[src/rtl/mips_pkg.sv]
// Shared constants for the instruction-memory path: word/byte widths, the HALT
// marker, the loader state encoding and the address-width helper.
package mips_pkg;

  localparam int NB_DATA = 32;
  localparam int NB_BYTE = 8;
  localparam logic [NB_DATA-1:0] HALT_WORD = 32'hFFFF_FFFF;

  localparam logic [1:0] LD_IDLE  = 2'd0;
  localparam logic [1:0] LD_RECV  = 2'd1;
  localparam logic [1:0] LD_WRITE = 2'd2;
  localparam logic [1:0] LD_DONE  = 2'd3;

  // Number of bits needed to represent value, so clogb2(2048) = 12.
  function automatic int clogb2(input int value);
    int v;
    int r;
    v = value;
    for (r = 0; v > 0; r++) v = v >> 1;
    return r;
  endfunction

endpackage

[src/rtl/instruction_loader_if.sv]
// Byte-stream input and instruction-memory write port of the loader.
interface instruction_loader_if
  import mips_pkg::*;
#(
  parameter int ADDR_W = 12
);

  // A byte moves on a rising edge where i_byte_valid and o_byte_ready are both
  // high. o_byte_ready never depends on i_byte_valid; the source may raise or
  // drop valid in any cycle and must hold i_byte steady while valid waits.
  logic [NB_BYTE-1:0] i_byte;
  logic               i_byte_valid;
  logic               o_byte_ready;
  logic               o_wr_enable;
  logic [ADDR_W-1:0]  o_wr_addr;
  logic [NB_DATA-1:0] o_wr_data;

  modport master (
    output i_byte, i_byte_valid,
    input  o_byte_ready, o_wr_enable, o_wr_addr, o_wr_data
  );

  modport slave (
    input  i_byte, i_byte_valid,
    output o_byte_ready, o_wr_enable, o_wr_addr, o_wr_data
  );

endinterface

[src/rtl/word_packer.sv]
// Shifts accepted bytes into a word, first byte ending up in the MSBs, and
// flags the byte that completes the word.
module word_packer
  import mips_pkg::*;
(
  input  logic               i_clock,
  input  logic               i_reset,
  input  logic               i_clear,
  input  logic               i_shift,
  input  logic [NB_BYTE-1:0] i_byte,
  output logic [NB_DATA-1:0] o_word,
  output logic               o_word_complete
);

  localparam int N_BYTES = NB_DATA / NB_BYTE;
  localparam int CNT_W   = $clog2(N_BYTES);
  localparam logic [CNT_W-1:0] LAST_BYTE = CNT_W'(N_BYTES - 1);

  logic [CNT_W-1:0] byte_cnt;

  always_ff @(posedge i_clock) begin
    if (i_reset || i_clear) begin
      byte_cnt <= '0;
      o_word   <= '0;
    end else if (i_shift) begin
      o_word   <= {o_word[NB_DATA-NB_BYTE-1:0], i_byte};
      byte_cnt <= (byte_cnt == LAST_BYTE) ? '0 : byte_cnt + 1'b1;
    end
  end

  assign o_word_complete = i_shift && (byte_cnt == LAST_BYTE);

endmodule

[src/rtl/instruction_loader.sv]
// Packs a byte stream into instruction words and writes them to sequential
// addresses from 0 until a HALT word arrives or the memory is full.
module instruction_loader
  import mips_pkg::*;
#(
  parameter int N_ADDR             = 2048,
  parameter int LOG2_N_INSMEM_ADDR = clogb2(N_ADDR)
)(
  input  logic                        i_clock,
  input  logic                        i_reset,
  input  logic                        i_start,
  instruction_loader_if.slave         bus,
  output logic                        o_busy,
  output logic                        o_done,
  output logic                        o_overflow,
  output logic [LOG2_N_INSMEM_ADDR:0] o_word_count,
  output logic [1:0]                  o_dbg_state
);

  localparam logic [LOG2_N_INSMEM_ADDR-1:0] LAST_ADDR = LOG2_N_INSMEM_ADDR'(N_ADDR - 1);

  logic [1:0]                        state, next_state;
  logic [LOG2_N_INSMEM_ADDR-1:0]     ptr, ptr_d;
  logic [LOG2_N_INSMEM_ADDR:0]       count_d;
  logic                              done_d, ovf_d, busy_d, ready_d, wr_en_d;
  logic                              ready_q, wr_en_q;
  logic                              accept, packer_clear, word_complete;
  logic                              start_session, is_halt, at_last;
  logic [NB_DATA-1:0]                word;

  assign accept        = bus.i_byte_valid && ready_q;
  assign packer_clear  = (state == LD_IDLE) || (state == LD_DONE);
  assign start_session = packer_clear && i_start;
  assign is_halt       = (word == HALT_WORD);
  assign at_last       = (ptr == LAST_ADDR);

  word_packer u_packer (
    .i_clock         (i_clock),
    .i_reset         (i_reset),
    .i_clear         (packer_clear),
    .i_shift         (accept),
    .i_byte          (bus.i_byte),
    .o_word          (word),
    .o_word_complete (word_complete)
  );

  // State and every output are flops; the comb blocks only compute next values.
  always_ff @(posedge i_clock) begin
    if (i_reset) begin
      state        <= LD_IDLE;
      ptr          <= '0;
      o_word_count <= '0;
      o_done       <= 1'b0;
      o_overflow   <= 1'b0;
      o_busy       <= 1'b0;
      ready_q      <= 1'b0;
      wr_en_q      <= 1'b0;
    end else begin
      state        <= next_state;
      ptr          <= ptr_d;
      o_word_count <= count_d;
      o_done       <= done_d;
      o_overflow   <= ovf_d;
      o_busy       <= busy_d;
      ready_q      <= ready_d;
      wr_en_q      <= wr_en_d;
    end
  end

  always_comb begin
    next_state = state;
    case (state)
      LD_IDLE, LD_DONE: if (i_start) next_state = LD_RECV;
      LD_RECV:          if (word_complete) next_state = LD_WRITE;
      LD_WRITE:         next_state = (is_halt || at_last) ? LD_DONE : LD_RECV;
      default:          next_state = LD_IDLE;
    endcase
  end

  always_comb begin
    busy_d  = (next_state == LD_RECV) || (next_state == LD_WRITE);
    ready_d = (next_state == LD_RECV);
    wr_en_d = (next_state == LD_WRITE);
    ptr_d   = ptr;
    count_d = o_word_count;
    done_d  = o_done;
    ovf_d   = o_overflow;
    if (start_session) begin
      ptr_d   = '0;
      count_d = '0;
      done_d  = 1'b0;
      ovf_d   = 1'b0;
    end
    // HALT takes priority: a HALT landing in the last slot is not an overflow.
    if (state == LD_WRITE) begin
      count_d = o_word_count + 1'b1;
      if (is_halt) begin
        done_d = 1'b1;
      end else if (at_last) begin
        done_d = 1'b1;
        ovf_d  = 1'b1;
      end else begin
        ptr_d = ptr + 1'b1;
      end
    end
  end

  assign bus.o_byte_ready = ready_q;
  assign bus.o_wr_enable  = wr_en_q;
  assign bus.o_wr_addr    = ptr;
  assign bus.o_wr_data    = word;
  assign o_dbg_state      = state;

endmodule
[src/flat_wrapper.sv]
// flat-port wrapper written by rule: the top's interface ports become plain ports
module instruction_loader_flat import mips_pkg::*;
#(
  parameter int N_ADDR             = 2048,
  parameter int LOG2_N_INSMEM_ADDR = clogb2(N_ADDR)
)
  (i_clock, i_reset, i_start, o_busy, o_done, o_overflow, o_word_count, o_dbg_state, bus_i_byte, bus_i_byte_valid, bus_o_byte_ready, bus_o_wr_enable, bus_o_wr_addr, bus_o_wr_data);
  instruction_loader_if bus_i ();
  input  logic i_clock;
  input  logic i_reset;
  input  logic i_start;
  output logic o_busy;
  output logic o_done;
  output logic o_overflow;
  output logic [LOG2_N_INSMEM_ADDR:0] o_word_count;
  output logic [1:0] o_dbg_state;
  input wire logic [$bits(bus_i.i_byte)-1:0] bus_i_byte;
  input wire logic [$bits(bus_i.i_byte_valid)-1:0] bus_i_byte_valid;
  output wire logic [$bits(bus_i.o_byte_ready)-1:0] bus_o_byte_ready;
  output wire logic [$bits(bus_i.o_wr_enable)-1:0] bus_o_wr_enable;
  output wire logic [$bits(bus_i.o_wr_addr)-1:0] bus_o_wr_addr;
  output wire logic [$bits(bus_i.o_wr_data)-1:0] bus_o_wr_data;
  assign bus_i.i_byte = bus_i_byte;
  assign bus_i.i_byte_valid = bus_i_byte_valid;
  assign bus_o_byte_ready = bus_i.o_byte_ready;
  assign bus_o_wr_enable = bus_i.o_wr_enable;
  assign bus_o_wr_addr = bus_i.o_wr_addr;
  assign bus_o_wr_data = bus_i.o_wr_data;
  instruction_loader #(.N_ADDR(N_ADDR), .LOG2_N_INSMEM_ADDR(LOG2_N_INSMEM_ADDR)) u_core (.i_clock(i_clock), .i_reset(i_reset), .i_start(i_start), .bus(bus_i), .o_busy(o_busy), .o_done(o_done), .o_overflow(o_overflow), .o_word_count(o_word_count), .o_dbg_state(o_dbg_state));
endmodule
[config.mk]
export PLATFORM = sky130hd
export DESIGN_NAME = instruction_loader_flat
export DESIGN_NICKNAME = d
export VERILOG_FILES = /design/src/rtl/mips_pkg.sv /design/src/rtl/instruction_loader_if.sv /design/src/rtl/word_packer.sv /design/src/rtl/instruction_loader.sv /design/src/flat_wrapper.sv
export SDC_FILE = /design/constraint.sdc
export NUM_CORES = 1
export LEC_CHECK = 0
export CAP_MARGIN = 20
export CORE_UTILIZATION = 52
export DETAILED_ROUTE_END_ITERATION = 8
export GPL_ROUTABILITY_DRIVEN = 0
export GPL_TIMING_DRIVEN = 0
export PLACE_DENSITY = 0.82
export SETUP_SLACK_MARGIN = 0.4
export SLEW_MARGIN = 20
export SYNTH_ARGS = -nofsm -noshare
export SYNTH_HDL_FRONTEND = slang
export SYNTH_SLANG_ARGS = --single-unit
[constraint.sdc]
create_clock -name i_clock -period 5.2 [get_ports i_clock]
set_input_delay 1.04 -clock i_clock [delete_from_list [all_inputs] [get_ports i_clock]]
set_output_delay 1.04 -clock i_clock [all_outputs]
set_load 0.05 [all_outputs]
**Word-level counts from Yosys, hierarchy flattened**

Index checks and enable logic that the tools add are counted.
Widths: inputs -> output; s select.

- Bits in registers: 66
- Bits of input ports: 12
- Output and inout bits: 64
- Logic and storage cells: 50

- Add/subtract/negate cells: 3
- Equal/unequal tests: 8
- Multiplexer cells: 19
- Reductions and logical operators: 10

Operator list:

| kind | number |
|---|---|
| $mux 12 | 4 |
| $eq 32x32->1 const B | 1 |
| $mux 13 | 2 |
| $add 13x1->13 const B | 1 |
| $add 12x1->12 const B | 1 |
| $eq 12x11->1 const B | 1 |
| $eq 2x2->1 const B | 4 |
| $mux 1 | 8 |
| $mux 2 | 4 |
| $pmux 2 s3 | 1 |
| $eq 2x1->1 const B | 2 |
| $logic_or 1x1->1 | 4 |
| $logic_and 1x1->1 | 3 |
| $add 2x1->2 const B | 1 |
| $logic_not 2->1 | 1 |
| $reduce_bool 2->1 | 1 |
| $reduce_or 2->1 | 1 |

**Logic depth before layout (Yosys ltp)**

- Depth after elaboration: 7
- Depth in mapped cells: 9
- Depth with buffers taken out: 8

**Cells and area by module**

Synthesis repeated with hierarchy kept, for this count alone.

- Cell total of the unflattened synthesis: 319
- Area total of the unflattened synthesis: 3021.6 um^2

Modules (own cells, without submodules):

| module | times used | cells each | area an instance (um^2) | sequential area each (um^2) |
|---|---|---|---|---|
| instruction_loader | 1 | 205 | 1791.7 | 640.6 |
| word_packer | 1 | 114 | 1229.9 | 680.7 |

**Least setup slack after synthesis**

No wires, ideal clock.

- Path kind: register -> register
- Start point: register u_core.ptr[0] (netlist: u_core.bus.o_wr_addr[0])
- End point: register u_core.o_busy
- Library setup time: 0.128 ns
- Data arrival time: 2.278 ns
- Slack: 2.794 ns
- Cell stages (with the launch flop): 9
- Buffers on the path: 0
- Period minus slack after synthesis: 2.406 ns
- Path through: dfxtp_1 ha_1 and3_4 nand3_4 nor3_2 o21ai_0 a21bo_2 ha_1 nor2_1

- Longest elaborated chain between the ends: 6

RTL lines:

| what | RTL line | RTL |
|---|---|---|
| start: declaration | instruction_loader.sv:23 | `logic [LOG2_N_INSMEM_ADDR-1:0] ptr, ptr_d;` |
| start signal: assignment | instruction_loader.sv:60 | `ptr <= ptr_d;` |
| $eq 12x11->1 (*) | instruction_loader.sv:35 | `assign at_last = (ptr == LAST_ADDR);` |
| $logic_or 1x1->1 (*) | instruction_loader.sv:75 | `LD_WRITE: next_state = (is_halt \|\| at_last) ? LD_DONE : LD_RECV;` |
| $mux 2 (*) | instruction_loader.sv:75 |  |
| $pmux 2 s3 (*) | instruction_loader.sv:72 | `case (state)` |
| $eq 2x1->1 or $eq 2x2->1 (tied branches) | instruction_loader.sv:81 | `busy_d = (next_state == LD_RECV) \|\| (next_state == LD_WRITE);` |
| $logic_or 1x1->1 (*) | instruction_loader.sv:81 |  |
| end signal: assignment | instruction_loader.sv:64 | `o_busy <= busy_d;` |
| end: declaration | instruction_loader.sv:13 | `output logic o_busy,` |

Every way passes the cells marked *; elsewhere a longest branch is shown, timed or not.
A chain may end at the register's enable or synchronous reset.

**Worst setup path in the final report**

- Start point: register u_core.ptr[8] (netlist: u_core.bus.o_wr_addr[8])
- End point: output port bus_o_wr_addr[8]

RTL lines:

| what | RTL line | RTL |
|---|---|---|
| end: declaration | flat_wrapper.sv:21 | `output wire logic [$bits(bus_i.o_wr_addr)-1:0] bus_o_wr_addr;` |

No word-level cell between the ends.

==> impl_results.rst <==
.. list-table::
   :header-rows: 1

   * - Metric
     - Value
   * - Core Region
     - 5200 um^2
   * - Area delta synth->final
     - 35.5%
   * - Cell Area, Synth
     - 2880 um^2
   * - Congestion Overflow GR
     - 0
   * - Number of synthesized flops with an enable pin
     - 0
   * - HPWL after detailed placement
     - slightly above 5000 um
   * - Worst VDD drop
     - ~0.00017 V
   * - Max-cap violation count
     - 0
   * - Total buffers and inverters traversed by the critical path
     - 1
   * - Slew @ Worst Pin
     - 0.630 ns
   * - Initial standard-cell utilization of the core
     - 55.3%
   * - Data required, critical path
     - 4.16 ns
   * - Post-CTS setup repair buffer count
     - 0
   * - Number of I/O pins
     - between 70 and 80
   * - Headroom to the max-slew limit
     - 57.7%
   * - Overall routing resource usage
     - 26.4%
   * - Power per Cell Area
     - 259 nW/um^2
   * - Site row count
     - 26
   * - Sequential fraction of the synthesis area
     - 45.9%
   * - Share of the clock period used by the worst path after layout
     - 51.4%
   * - Setup TNS
     - 0 ns
   * - Top-area cell type share of the netlist area
     - approximately 46%
   * - Number of buffers added on ports
     - 74
   * - Library cell with the largest summed area after synthesis
     - sky130_fd_sc_hd__dfxtp_1
   * - Full die area
     - 5830 um^2
   * - Critical path start-end classification
     - reg2out
   * - Final setup violating endpoints
     - 0
   * - End-of-flow core utilization
     - 74.9%
   * - Setup repair after global routing missed its margin
     - no
   * - Post-cts resize count
     - 0
   * - # clock sinks
     - 66
   * - Net count reported at finish
     - 451
   * - Distinct cell type count after synthesis
     - just under 50
   * - Via count of the first global-routing pass
     - 2608
   * - Top cells by area, synth
     - sky130_fd_sc_hd__dfxtp_1, sky130_fd_sc_hd__nand2_1, sky130_fd_sc_hd__a21oi_1
   * - Clock slew at the register clock pins of the worst setup and hold paths
     - 0.07 ns
   * - H-tree depth reported by CTS
     - 3
   * - Vias per inst
     - 5.56
   * - Leading cell type in the layout, fill and taps excluded
     - sky130_fd_sc_hd__nand2_1
   * - Cell class contributing the biggest share of worst-path delay
     - buffers and inverters
   * - Static leakage power
     - 1.25 nW
   * - Final-layout worst hold slack
     - between 0.4 and 0.5 ns
   * - Number of DRC markers in iteration 0
     - 159
   * - Clock latency of the later-clocked register in the worst-skew pair
     - 0.34 ns
   * - Final count of pins violating max slew
     - 0
   * - Vias
     - roughly 2800
   * - Maximum count of clock buffers along a single path
     - 2
   * - Max Clock Skew
     - 0.00503 ns
   * - Commonest cells after routing, fill and taps aside
     - sky130_fd_sc_hd__nand2_1, sky130_fd_sc_hd__clkdlybuf4s50_1, sky130_fd_sc_hd__dfxtp_1
   * - Worst Setup End Kind
     - primary output
   * - Hold Violations, Final
     - 0
   * - Max Freq
     - 374 MHz
   * - Die Y-Extent
     - between 70 and 80 um
   * - Number of antenna violations at the first check in global routing
     - 0
   * - TritonCTS clock tree
     - yes
   * - Cell chain of the critical path
     - clkdlybuf4s50_1
   * - Time the worst path needs with I/O delays and setup
     - 2.67 ns
   * - Clock root cell
     - sky130_fd_sc_hd__clkbuf_8
   * - Remaining design rule violation count
     - 0
   * - Nets in the synthesized netlist
     - 366
   * - Startpoint types
     - flip-flop
   * - Diode count
     - 0
   * - # hold bufs at CTS
     - 0
   * - Smallest setup slack after layout
     - 2.53 ns
   * - Maximum fanout along the worst path
     - 6
   * - Async S/R FF share, synth
     - 0%
   * - Outcome
     - finished, final reports clean
   * - Largest net degree at the start of global routing
     - 13
   * - Layout cell share with drive strength beyond 1
     - 7.53%
   * - Global-route wire length before repair
     - about 12000 um
   * - Number of cells produced by synthesis
     - 348
   * - Setup WS pre-CTS
     - 2.22 ns
   * - Synthesized area per cell
     - 8.27 um^2
   * - Hold WC Path Type
     - reg2reg
   * - CP arrival
     - 1.63 ns
   * - Flops & latches, synth
     - 66
   * - Worst stage delay on the critical path
     - 0.85 ns
   * - Number of synthesis warnings
     - 0
   * - Number of buffers created by CTS
     - 9
   * - Worst-path cell with the longest stage delay
     - sky130_fd_sc_hd__clkdlybuf4s50_1
   * - Commonest register cell after synthesis
     - sky130_fd_sc_hd__dfxtp_1
   * - Die span in x
     - about 76 um
   * - Routed wire length
     - 7220 um
   * - ANT nets after route
     - 0
   * - First-pass iteration count of the detailed router
     - 5
   * - Wire length per cell
     - roughly 14 um
## worst paths after layout
| check | start | cells past startpoint | end | slack [ns] |
|---|---|---|---|---|
| setup / recovery | u_core.bus.o_wr_addr[8] | 1 | bus_o_wr_addr[8] | 2.53 |
| hold / removal | u_core.o_done | 2 | u_core.o_done | 0.47 |
| setup reg to reg | u_core.o_dbg_state[0] | 9 | u_core.o_busy | 2.74 |
| hold reg to reg | u_core.o_done | 2 | u_core.o_done | 0.47 |
## routing by layer
layer,track usage [%],vias up,routed length (um)
li1,-,1405,-
met1,33.3,1341,3220
met2,42.9,74,3520
met3,5.51,7,420
met4,12.5,0,70
met5,0,-,0
## cells in the mapped netlist (3+ instances only)
cell type                   number
sky130_fd_sc_hd__nor3_1          7
sky130_fd_sc_hd__inv_1           8
sky130_fd_sc_hd__nor4_1          3
sky130_fd_sc_hd__a21oi_1        48
sky130_fd_sc_hd__o21ai_0         8
sky130_fd_sc_hd__nand3_1        13
sky130_fd_sc_hd__xor2_1          3
sky130_fd_sc_hd__buf_2           3
sky130_fd_sc_hd__or2_2           5
sky130_fd_sc_hd__ha_1            6
sky130_fd_sc_hd__and2_1          6
sky130_fd_sc_hd__nand4_1        13
sky130_fd_sc_hd__and4_1          3
sky130_fd_sc_hd__o2111ai_1       4
sky130_fd_sc_hd__nor2_1         15
sky130_fd_sc_hd__nand2_1        78
sky130_fd_sc_hd__and3_1          3
sky130_fd_sc_hd__clkbuf_1       16
sky130_fd_sc_hd__dfxtp_1        66
## logic make-up (layout without fill, tap and decap cells)
logic type,count (synthesis),after routing,share of synthesized area [%]
AOI/OAI and AO/OA,84,84,18.4
xor gates and xnor gates,5,5,1.52
adders and majority gates,6,6,2.61
buffers and inverters,27,117,3.65
DFF,66,66,45.9
muxes,2,2,0.739
and+or+nand+nor,158,158,27.1
## registers in the layout, indices dropped and copies added, names as in the netlist
signal,count
u_core.u_packer.o_word,32
u_core.o_dbg_state,2
u_core.bus.o_wr_enable,1
u_core.o_word_count,13
u_core.o_overflow,1
u_core.bus.o_byte_ready,1
u_core.o_done,1
u_core.o_busy,1
u_core.u_packer.byte_cnt,2
u_core.bus.o_wr_addr,12
## area by class of cell
cell class                 instances  area (um^2)
clock buffer                       9          124
sequential                        66         1320
fill                             418         1310
clock inverter                     7         70.1
tap                               70         87.6
inverter                           8         30.0
multi-input combinational        255         1450
timing repair buffer              74          741
buffer                            19         75.1
## power by group
part / switching (W) / internal (W) / total (W)
combinational: 0.0000526 / 0.0000238 / 0.0000764
clock: 0.000203 / 0.000219 / 0.000422
sequential: 0.00000349 / 0.000509 / 0.000512
total: 0.000259 / 0.000752 / 0.00101
## stage by stage
| step | total power [W] | cell area (um^2) | std cells |
|---|---|---|---|
| global placement | 0.000599 | 3700 | 492 |
| detailed placement | 0.000600 | 3700 | 492 |
| floorplan | 0.000572 | 2880 | 348 |
| CTS | 0.00101 | 3900 | 508 |
| finish | 0.00101 | 3900 | 508 |
| global route | 0.00105 | 3900 | 508 |
Note: power is estimated with default switching activity, not from simulation.
